$ cat config.mk
export PLATFORM = sky130hd
export DESIGN_NAME = bp_update_scheduler
export DESIGN_NICKNAME = d
export VERILOG_FILES = /design/src/rtl/bp_update_scheduler.sv
export SDC_FILE = /design/constraint.sdc
export NUM_CORES = 1
export LEC_CHECK = 0
export CAP_MARGIN = 20
export CORE_AREA = 2 2 77 79
export CTS_CLUSTER_DIAMETER = 30
export DETAILED_ROUTE_END_ITERATION = 10
export DIE_AREA = 0 0 79 81
export GPL_ROUTABILITY_DRIVEN = 0
export MAX_ROUTING_LAYER = met4
export PLACE_DENSITY = 0.76
export SYNTH_ARGS = -nofsm -noshare
export SYNTH_HDL_FRONTEND = slang
export SYNTH_SLANG_ARGS = --single-unit
$ cat constraint.sdc
create_clock -name clk -period 3.9 [get_ports clk]
set_clock_uncertainty 0.05 [all_clocks]
set_input_delay 1.17 -clock clk [delete_from_list [all_inputs] [get_ports clk]]
set_output_delay 1.17 -clock clk [all_outputs]
set_load 0.03 [all_outputs]
$ cat src/rtl/bp_update_scheduler.sv
`default_nettype none
// +----------------------------------------------------------------------------+
// | Module      : bp_update_scheduler                                          |
// | Description : Shares a single-ported BHT/BTB between fetch lookups and a   |
// |               FIFO of resolved-branch updates with starvation control.     |
// | Revision    : 1.0 - initial release                                        |
// +----------------------------------------------------------------------------+
module bp_update_scheduler #(
  parameter int DEPTH      = 4,
  parameter int STARVE_MAX = 3,
  parameter int PC_W       = 5
) (
  input  logic                   clk,
  input  logic                   rst_n,
  input  logic                   lk_req,
  input  logic [PC_W-1:0]        lk_pc,
  output logic                   lk_gnt,
  input  logic                   upd_valid,
  input  logic [PC_W-1:0]        upd_pc,
  input  logic                   upd_taken,
  input  logic [PC_W-1:0]        upd_target,
  output logic                   upd_ready,
  input  logic                   flush,
  output logic                   tbl_en,
  output logic                   tbl_we,
  output logic [PC_W-1:0]        tbl_pc,
  output logic                   tbl_taken,
  output logic [PC_W-1:0]        tbl_target,
  output logic [$clog2(DEPTH):0] q_count
);

  localparam int c_PTR_W = (DEPTH > 1) ? $clog2(DEPTH) : 1;
  localparam int c_CNT_W = $clog2(DEPTH) + 1;
  localparam int c_ST_W  = (STARVE_MAX > 0) ? $clog2(STARVE_MAX + 1) : 1;
  localparam logic [c_ST_W-1:0]  c_STARVE_MAX = c_ST_W'(STARVE_MAX);
  localparam logic [c_CNT_W-1:0] c_DEPTH      = c_CNT_W'(DEPTH);

  typedef enum logic [1:0] {
    S_IDLE = 2'd0,
    S_LK   = 2'd1,
    S_UPD  = 2'd2
  } state_t;

  state_t               r_state;
  state_t               w_next;
  logic                 r_active;
  logic [c_CNT_W-1:0]   r_count;
  logic [c_PTR_W-1:0]   r_wr_ptr;
  logic [c_PTR_W-1:0]   r_rd_ptr;
  logic [c_ST_W-1:0]    r_starve;
  logic [PC_W-1:0]      r_tbl_pc;
  logic                 r_tbl_taken;
  logic [PC_W-1:0]      r_tbl_target;
  logic [PC_W-1:0]      r_q_pc     [DEPTH];
  logic                 r_q_taken  [DEPTH];
  logic [PC_W-1:0]      r_q_target [DEPTH];
  logic                 w_push;
  logic                 w_pop;
  logic                 w_empty;
  logic                 w_full;

  function automatic logic [c_PTR_W-1:0] f_inc(input logic [c_PTR_W-1:0] p);
    return (p == c_PTR_W'(DEPTH - 1)) ? '0 : p + c_PTR_W'(1);
  endfunction

  assign w_empty   = (r_count == '0);
  assign w_full    = (r_count == c_DEPTH);
  // r_active holds off all activity for the first cycle after reset release
  assign upd_ready = r_active && !w_full;

  always_comb begin
    w_next = S_IDLE;
    if (!r_active)
      w_next = S_IDLE;
    else if (flush || w_empty)
      w_next = lk_req ? S_LK : S_IDLE;
    else if (!lk_req)
      w_next = S_UPD;
    else if ((r_starve == c_STARVE_MAX) || w_full)
      w_next = S_UPD;
    else
      w_next = S_LK;
    lk_gnt = (w_next == S_LK);
    w_pop  = (w_next == S_UPD);
    w_push = upd_valid && upd_ready && !flush;
  end

  always_ff @(posedge clk or negedge rst_n) begin
    if (!rst_n) begin
      r_state  <= S_IDLE;
      r_active <= 1'b0;
    end else begin
      r_state  <= w_next;
      r_active <= 1'b1;
    end
  end

  always_ff @(posedge clk or negedge rst_n) begin
    if (!rst_n) begin
      r_count  <= '0;
      r_wr_ptr <= '0;
      r_rd_ptr <= '0;
      r_starve <= '0;
    end else if (flush) begin
      r_count  <= '0;
      r_wr_ptr <= '0;
      r_rd_ptr <= '0;
      r_starve <= '0;
    end else begin
      if (w_push) r_wr_ptr <= f_inc(r_wr_ptr);
      if (w_pop)  r_rd_ptr <= f_inc(r_rd_ptr);
      case ({w_push, w_pop})
        2'b10:   r_count <= r_count + c_CNT_W'(1);
        2'b01:   r_count <= r_count - c_CNT_W'(1);
        default: r_count <= r_count;
      endcase
      if (w_pop)
        r_starve <= '0;
      else if ((w_next == S_LK) && !w_empty && (r_starve < c_STARVE_MAX))
        r_starve <= r_starve + c_ST_W'(1);
    end
  end

  // Queue storage needs no reset: entries are only read when counted valid
  always_ff @(posedge clk) begin
    if (w_push) begin
      r_q_pc[r_wr_ptr]     <= upd_pc;
      r_q_taken[r_wr_ptr]  <= upd_taken;
      r_q_target[r_wr_ptr] <= upd_target;
    end
  end

  always_ff @(posedge clk or negedge rst_n) begin
    if (!rst_n) begin
      r_tbl_pc     <= '0;
      r_tbl_taken  <= 1'b0;
      r_tbl_target <= '0;
    end else if (w_next == S_LK) begin
      r_tbl_pc     <= lk_pc;
    end else if (w_next == S_UPD) begin
      r_tbl_pc     <= r_q_pc[r_rd_ptr];
      r_tbl_taken  <= r_q_taken[r_rd_ptr];
      r_tbl_target <= r_q_target[r_rd_ptr];
    end
  end

  assign tbl_en     = (r_state != S_IDLE);
  assign tbl_we     = (r_state == S_UPD);
  assign tbl_pc     = r_tbl_pc;
  assign tbl_taken  = r_tbl_taken;
  assign tbl_target = r_tbl_target;
  assign q_count    = r_count;

endmodule
`default_nettype wire

# ---- After elaboration in Yosys (flattened, before gate mapping)
# Memories as Yosys holds them, arrays and structs flattened. A register that Yosys moved wholly into a read port is not among the register bits.
# Cells that the tools add are included.
dict set report totals {
  elab_cells 66
  mem_bits_rw 44
  reg_bits 17
  n_memories 3
  in_bits 21
}
# name words width rd rd_clocked_by_memory_dff write_ports line
set mem_list {}
lappend mem_list {r_q_pc 4 5 1 0 1 54} ;# logic [PC_W-1:0] r_q_pc [DEPTH];
lappend mem_list {r_q_target 4 5 1 1 1 56} ;# logic [PC_W-1:0] r_q_target [DEPTH];
lappend mem_list {r_q_taken 4 1 1 1 1 55} ;# logic r_q_taken [DEPTH];
dict set report classes {
  n_bitwise 1
  order_cmp 1
  n_mux 20
  addsub 5
  n_reduce_logical 20
  n_eq_ne 9
}
# operator n
set op_table {}
lappend op_table {{2-bit 2-to-1 mux} 13}
lappend op_table {{2-bit == test, second input constant} 6}
lappend op_table {{5-bit 2-to-1 mux} 2}
lappend op_table {{2-bit nonzero test} 4}
lappend op_table {{2-bit by 1-bit adder with 2-bit output, second input constant} 3}
lappend op_table {{3-bit one-hot mux with 2 select lines} 1}
lappend op_table {{3-bit nonzero test} 2}
lappend op_table {{1-bit logical AND} 5}
lappend op_table {{1-bit logical NOT} 5}
lappend op_table {{2-bit by 1-bit == test with 1-bit output, second input constant} 2}
lappend op_table {{3-bit by 1-bit adder with 3-bit output, second input constant} 1}
lappend op_table {{3-bit == test, second input constant} 1}
lappend op_table {{3-bit logical NOT} 1}
lappend op_table {{1-bit 2-to-1 mux} 3}
lappend op_table {{3-bit 2-to-1 mux} 1}
lappend op_table {{3-bit by 1-bit subtractor with 3-bit output, second input constant} 1}
lappend op_table {{1-bit logical OR} 2}
lappend op_table {{2-bit less-than comparator, second input constant} 1}
lappend op_table {{2-bit AND reduction} 1}
lappend op_table {{1-bit inverter} 1}

# ---- Logic depth before layout (Yosys ltp)
dict set report logic_depth {
  depth_word 12
  ltp_mapped 11
  mapped_depth_nobuf 9
}

# ---- Worst setup path before layout
# OpenSTA, ideal clock, no wires.
dict set report synth_path {
  kind {input to register}
  start {in lk_req}
  end {reg r_count[1] (netlist: q_count[1])}
  arrival_ns 3.316
  setup_ns 0.082
  stages 9
  setup_slack_ns 0.452
  required_ns 3.768
  cell_sequence {inv_1 -> o311ai_0 -> inv_1 -> ha_1 -> buf_2 -> nor2b_1 -> fa_1 -> or4b_1 -> a31oi_1}
}
dict set report synth_via {
  elab_chain_cells 7
}
# item line
set synth_lines {}
lappend synth_lines {{start: declaration} 15} ;# input logic lk_req,
lappend synth_lines {{2-bit 2-to-1 mux (*)} 77} ;# else if (!lk_req)
lappend synth_lines {{2-bit 2-to-1 mux (*)} 75} ;# else if (flush || w_empty)
lappend synth_lines {{2-bit 2-to-1 mux (*)} 73} ;# if (!r_active)
lappend synth_lines {{net w_next[1]} 45} ;# state_t w_next;
lappend synth_lines {{2-bit == test (*)} 84} ;# w_pop = (w_next == S_UPD);
lappend synth_lines {{2-bit by 1-bit == test with 1-bit output or 2-bit == test (tied branches)} 112} ;# case ({w_push, w_pop})
lappend synth_lines {{3-bit one-hot mux with 2 select lines} 112}
lappend synth_lines {{3-bit 2-to-1 mux} 104} ;# end else if (flush) begin
lappend synth_lines {{end signal: assignment} 113} ;# 2'b10: r_count <= r_count + c_CNT_W'(1);
lappend synth_lines {{end signal: assignment} 114} ;# 2'b01: r_count <= r_count - c_CNT_W'(1);
lappend synth_lines {{end signal: assignment} 115} ;# default: r_count <= r_count;
lappend synth_lines {{end: declaration} 47} ;# logic [c_CNT_W-1:0] r_count;
# Mark *: on every way through the listed nets, which the timed path passes. The rest lies on a longest branch.
# A chain may end at the register's enable or synchronous reset.

# ---- Final worst setup path
dict set report layout_path {
  start {in flush}
  end {out lk_gnt}
}
dict set report layout_via {
  elab_chain_cells 4
}
# item line
set layout_lines {}
lappend layout_lines {{start: declaration} 23} ;# input logic flush,
lappend layout_lines {{1-bit logical OR} 75}
lappend layout_lines {{2-bit 2-to-1 mux} 75}
lappend layout_lines {{2-bit 2-to-1 mux} 73}
lappend layout_lines {{net w_next[0]} 45}
lappend layout_lines {{2-bit by 1-bit == test with 1-bit output} 83} ;# lk_gnt = (w_next == S_LK);
lappend layout_lines {{end: declaration} 17} ;# output logic lk_gnt,
# The timed path passes the listed nets, and every way through them passes these cells.

==> run_results.csv <==
group,metric,value,unit
power_and_ir_drop,intPower,1.427,mW
worst_setup_path,crit_cells,5,
logic_synthesis,syn-num-nets,217,
placed_design,port_buffers,38,
timing,finalCritPeriodShare,93.38,%
detailed_routing,drc,0,
clock_tree,clk_latency,340,ps
timing,timing.slew.headroom,30.91,%
clock_tree,cts_buffer_depth,2,
flow_run,max_cap_violations,0,
die,ios,39,
worst_setup_path,crit_path_end,"lk_gnt",
worst_setup_path,critical_path.most_common_cell,"buf_4",
logic_synthesis,async_reset_ff_share,34.33,%
clock_tree,cts_tree,"built",
worst_setup_path,reg2regPathDepth,8,
timing,tns,0,ps
logic_synthesis,ys_warn_count,0,
logic_synthesis,syn_area,2885,um2
cells_and_area,num_antenna_cells,0,
placed_design,hpwl,3.498,mm
grt,grt_pass1_vias,1751,
die,coreArea,5675,um2
timing,grt_setup_unrepaired,"no",
worst_setup_path,cp_slowest_stage_delay,420,ps
detailed_routing,num_vias,1718,
worst_setup_path,critPathKind,"input pin to primary output",
cells_and_area,final_common_cell,"edfxtp_1",
worst_setup_path,path_max_fanout,10,
logic_synthesis,synth_edf_count,44,
grt,grt_max_degree,24,
clock_tree,cts.clk_slew.worst_paths,70,ps
timing,setup_viol_count_final,0,
logic_synthesis,synth.yosys.seq_area_share,65.74,%
logic_synthesis,synth_cell_type_count,43,
placed_design,place_ws,97.01,ps
clock_tree,cts_root_buf,"clkbuf_8",
power_and_ir_drop,finalPower,1.908,mW
timing,finalMaxSlewViolations,0,
die,start_util,50.84,%
worst_setup_path,crit_buf_inv,3,
clock_tree,cts_setup_buffers,0,
worst_setup_path,worstPathArrival,2420,ps
timing,final_hold_viol_count,0,
power_and_ir_drop,leakagePower,1.317,nW
logic_synthesis,synth-seq-cells,67,
clock_tree,htreeDepth,3,
cells_and_area,final_nets,265,
worst_setup_path,cpLargestDelayFamily,"buffers and inverters",
worst_setup_path,r2r-end,"q_count[1]",
detailed_routing,dr.pass1.iters,4,
die,die-area,6399,um2
power_and_ir_drop,clockPowerShare,36.9,%
timing,max_freq,274.6,MHz
status,status,"finished clean",
die,rows,28,
cells_and_area,area_growth,24.98,%
grt,globalRouteOverflowTotal,0,
logic_synthesis,post_synth.cell_area_avg,15.43,um2
logic_synthesis,synth-main-ff-cell,"edfxtp_1",
grt,grt_usage,18.97,%
timing,hold_slack,457.0,ps
power_and_ir_drop,switchingPower,0.4806,mW
cells_and_area,final_cell_mix,"44 x edfxtp_1, 37 x clkdlybuf4s50_1, 23 x dfrtp_1, 13 x mux2i_1",
power_and_ir_drop,seqPwrFrac,44.8,%
grt,antenna_found_initial,0,
grt,top_usage_layer,"met2",
worst_setup_path,worstPathRequired,2680,ps
detailed_routing,drtAntennaViolNets,0,
detailed_routing,wl_per_cell,16.86,um
power_and_ir_drop,p_sw_share,25.19,%
hold_path,min_path_type,"flop to flop",
grt,grt_use_met2,31.19,%
power_and_ir_drop,ir_drop,0.2713,mV
worst_setup_path,startpoint,"flush",
die,die_w,79,um
worst_setup_path,crit_slowest_cell,"clkdlybuf4s50_1",
worst_setup_path,r2r_slack,1050,ps
worst_setup_path,endpoint_kind,"primary output",
worst_setup_path,critPathLaunchType,"input pin",
die,die_y,81,um
power_and_ir_drop,power_per_cell_area,529.1,nW/um2
grt,gr-usage-met1,21.34,%
logic_synthesis,synth_cells,187,
worst_setup_path,cp_cell_sequence,"clkdlybuf4s50_1, buf_4, o211a_1, ha_1, buf_4",
detailed_routing,vias_per_cell,5.454,
clock_tree,clock-sinks,67,
cells_and_area,drive_above_1_share,15.42,%
worst_setup_path,r2r-start,"q_count[0]",
grt,grt_pass1_wl,8.611,mm
clock_tree,cts-buffers-inserted,9,
power_and_ir_drop,p_comb_share,18.3,%
detailed_routing,drt-total-wl,5.310,mm
timing,worst_slack,258.2,ps
timing,min_period,3642,ps
timing,worstMarginPinSlew,1036,ps
detailed_routing,drtIter0Drc,162,
grt,met3_usage,4.333,%
## worst min-delay path by stage
stage / start / depth (start not counted) / end
global route: tbl_pc[0] / 1 / tbl_pc[0]
detailed placement: tbl_pc[0] / 1 / tbl_pc[0]
global placement: tbl_pc[0] / 1 / tbl_pc[0]
floorplan: r_starve[1] / 2 / r_starve[1]
CTS: tbl_pc[0] / 1 / tbl_pc[0]
finish: tbl_pc[0] / 1 / tbl_pc[0]
## metrics by stage
stage	cell area [um2]	instances	util, %
3_5_place_dp	3362	299	59.24
2_1_floorplan	2885	187	-
6_report	3606	315	63.54
3_3_place_gp	3362	299	59.24
4_1_cts	3606	315	63.54
5_1_grt	3606	315	63.54
## cells by family after synthesis
logic type / Yosys count / share of synthesized area [%]
and+or+nand+nor: 40 / 8.630
muxes: 25 / 11.53
AOI/OAI and AO/OA: 32 / 7.459
buffers and inverters: 12 / 2.038
adders and majority gates: 9 / 4.163
other: 1 / 0.1300
xor gates and xnor gates: 1 / 0.3036
DFF: 67 / 65.74
## cell type report
type | count | area, um2
well taps | 75 | 93.84
clock buffers | 12 | 145.1
clock inverters | 4 | 98.84
inverters | 5 | 18.77
multi-input cells | 108 | 929.6
flip-flops and latches | 67 | 1897
repair buffers | 44 | 422.9
fillers | 431 | 2069
## cells in the mapped netlist, types with 2 or more instances
cell type | n | area (um2)
edfxtp_1 | 44 | 1321
dfrtp_1 | 23 | 575.6
mux2i_1 | 13 | 130.1
o21ai_0 | 10 | 50.05
ha_1 | 8 | 100.1
mux2_2 | 6 | 67.56
mux4_2 | 6 | 135.1
nand2_1 | 6 | 22.52
and2_1 | 5 | 31.28
o22a_1 | 5 | 43.79
o31ai_1 | 5 | 37.54
a21oi_1 | 4 | 20.02
inv_1 | 4 | 15.01
nor2_1 | 4 | 15.01
nor2b_1 | 4 | 25.02
buf_4 | 3 | 22.52
nor3_1 | 3 | 15.01
o211ai_1 | 3 | 22.52
or3b_1 | 3 | 26.28
buf_2 | 2 | 10.01
clkbuf_1 | 2 | 7.510
nand2b_1 | 2 | 12.51
or2_2 | 2 | 12.51
## power by group through the flow
| stage | Sequential, mW | Clock (mW) | Combinational, mW |
|---|---|---|---|
| final | 0.855 | 0.703 | 0.350 |
| after global routing | 0.864 | 0.739 | 0.374 |
| after detailed placement | 0.873 | 0 | 0.352 |
| after floorplan | 0.955 | 0 | 0.109 |
| after CTS | 0.858 | 0.712 | 0.353 |
| after global placement | 0.869 | 0 | 0.346 |
## sequential cells by signal, indices dropped and copies added (netlist names)
signal	count
r_q_taken	4
r_starve	2
tbl_taken	1
r_active	1
r_q_target	20
r_q_pc	20
r_state	2
r_rd_ptr	2
tbl_target	5
tbl_pc	5
r_wr_ptr	2
q_count	3
## routing by layer
metal / part of all wire [%] / vias up
met2: 53 / 37
met1: 42 / 855
met5: 0 / -
li1: - / 815
met3: 3.3 / 11
met4: 2.4 / 0
## timing repair
action / CTS / global route
endpoints found under the setup margin: 0 / 1
gates resized for setup: 0 / 1
hold buffers: 0 / 0
hold endpoints to repair: 0 / 0
Note: power is estimated with default switching activity, not from simulation.
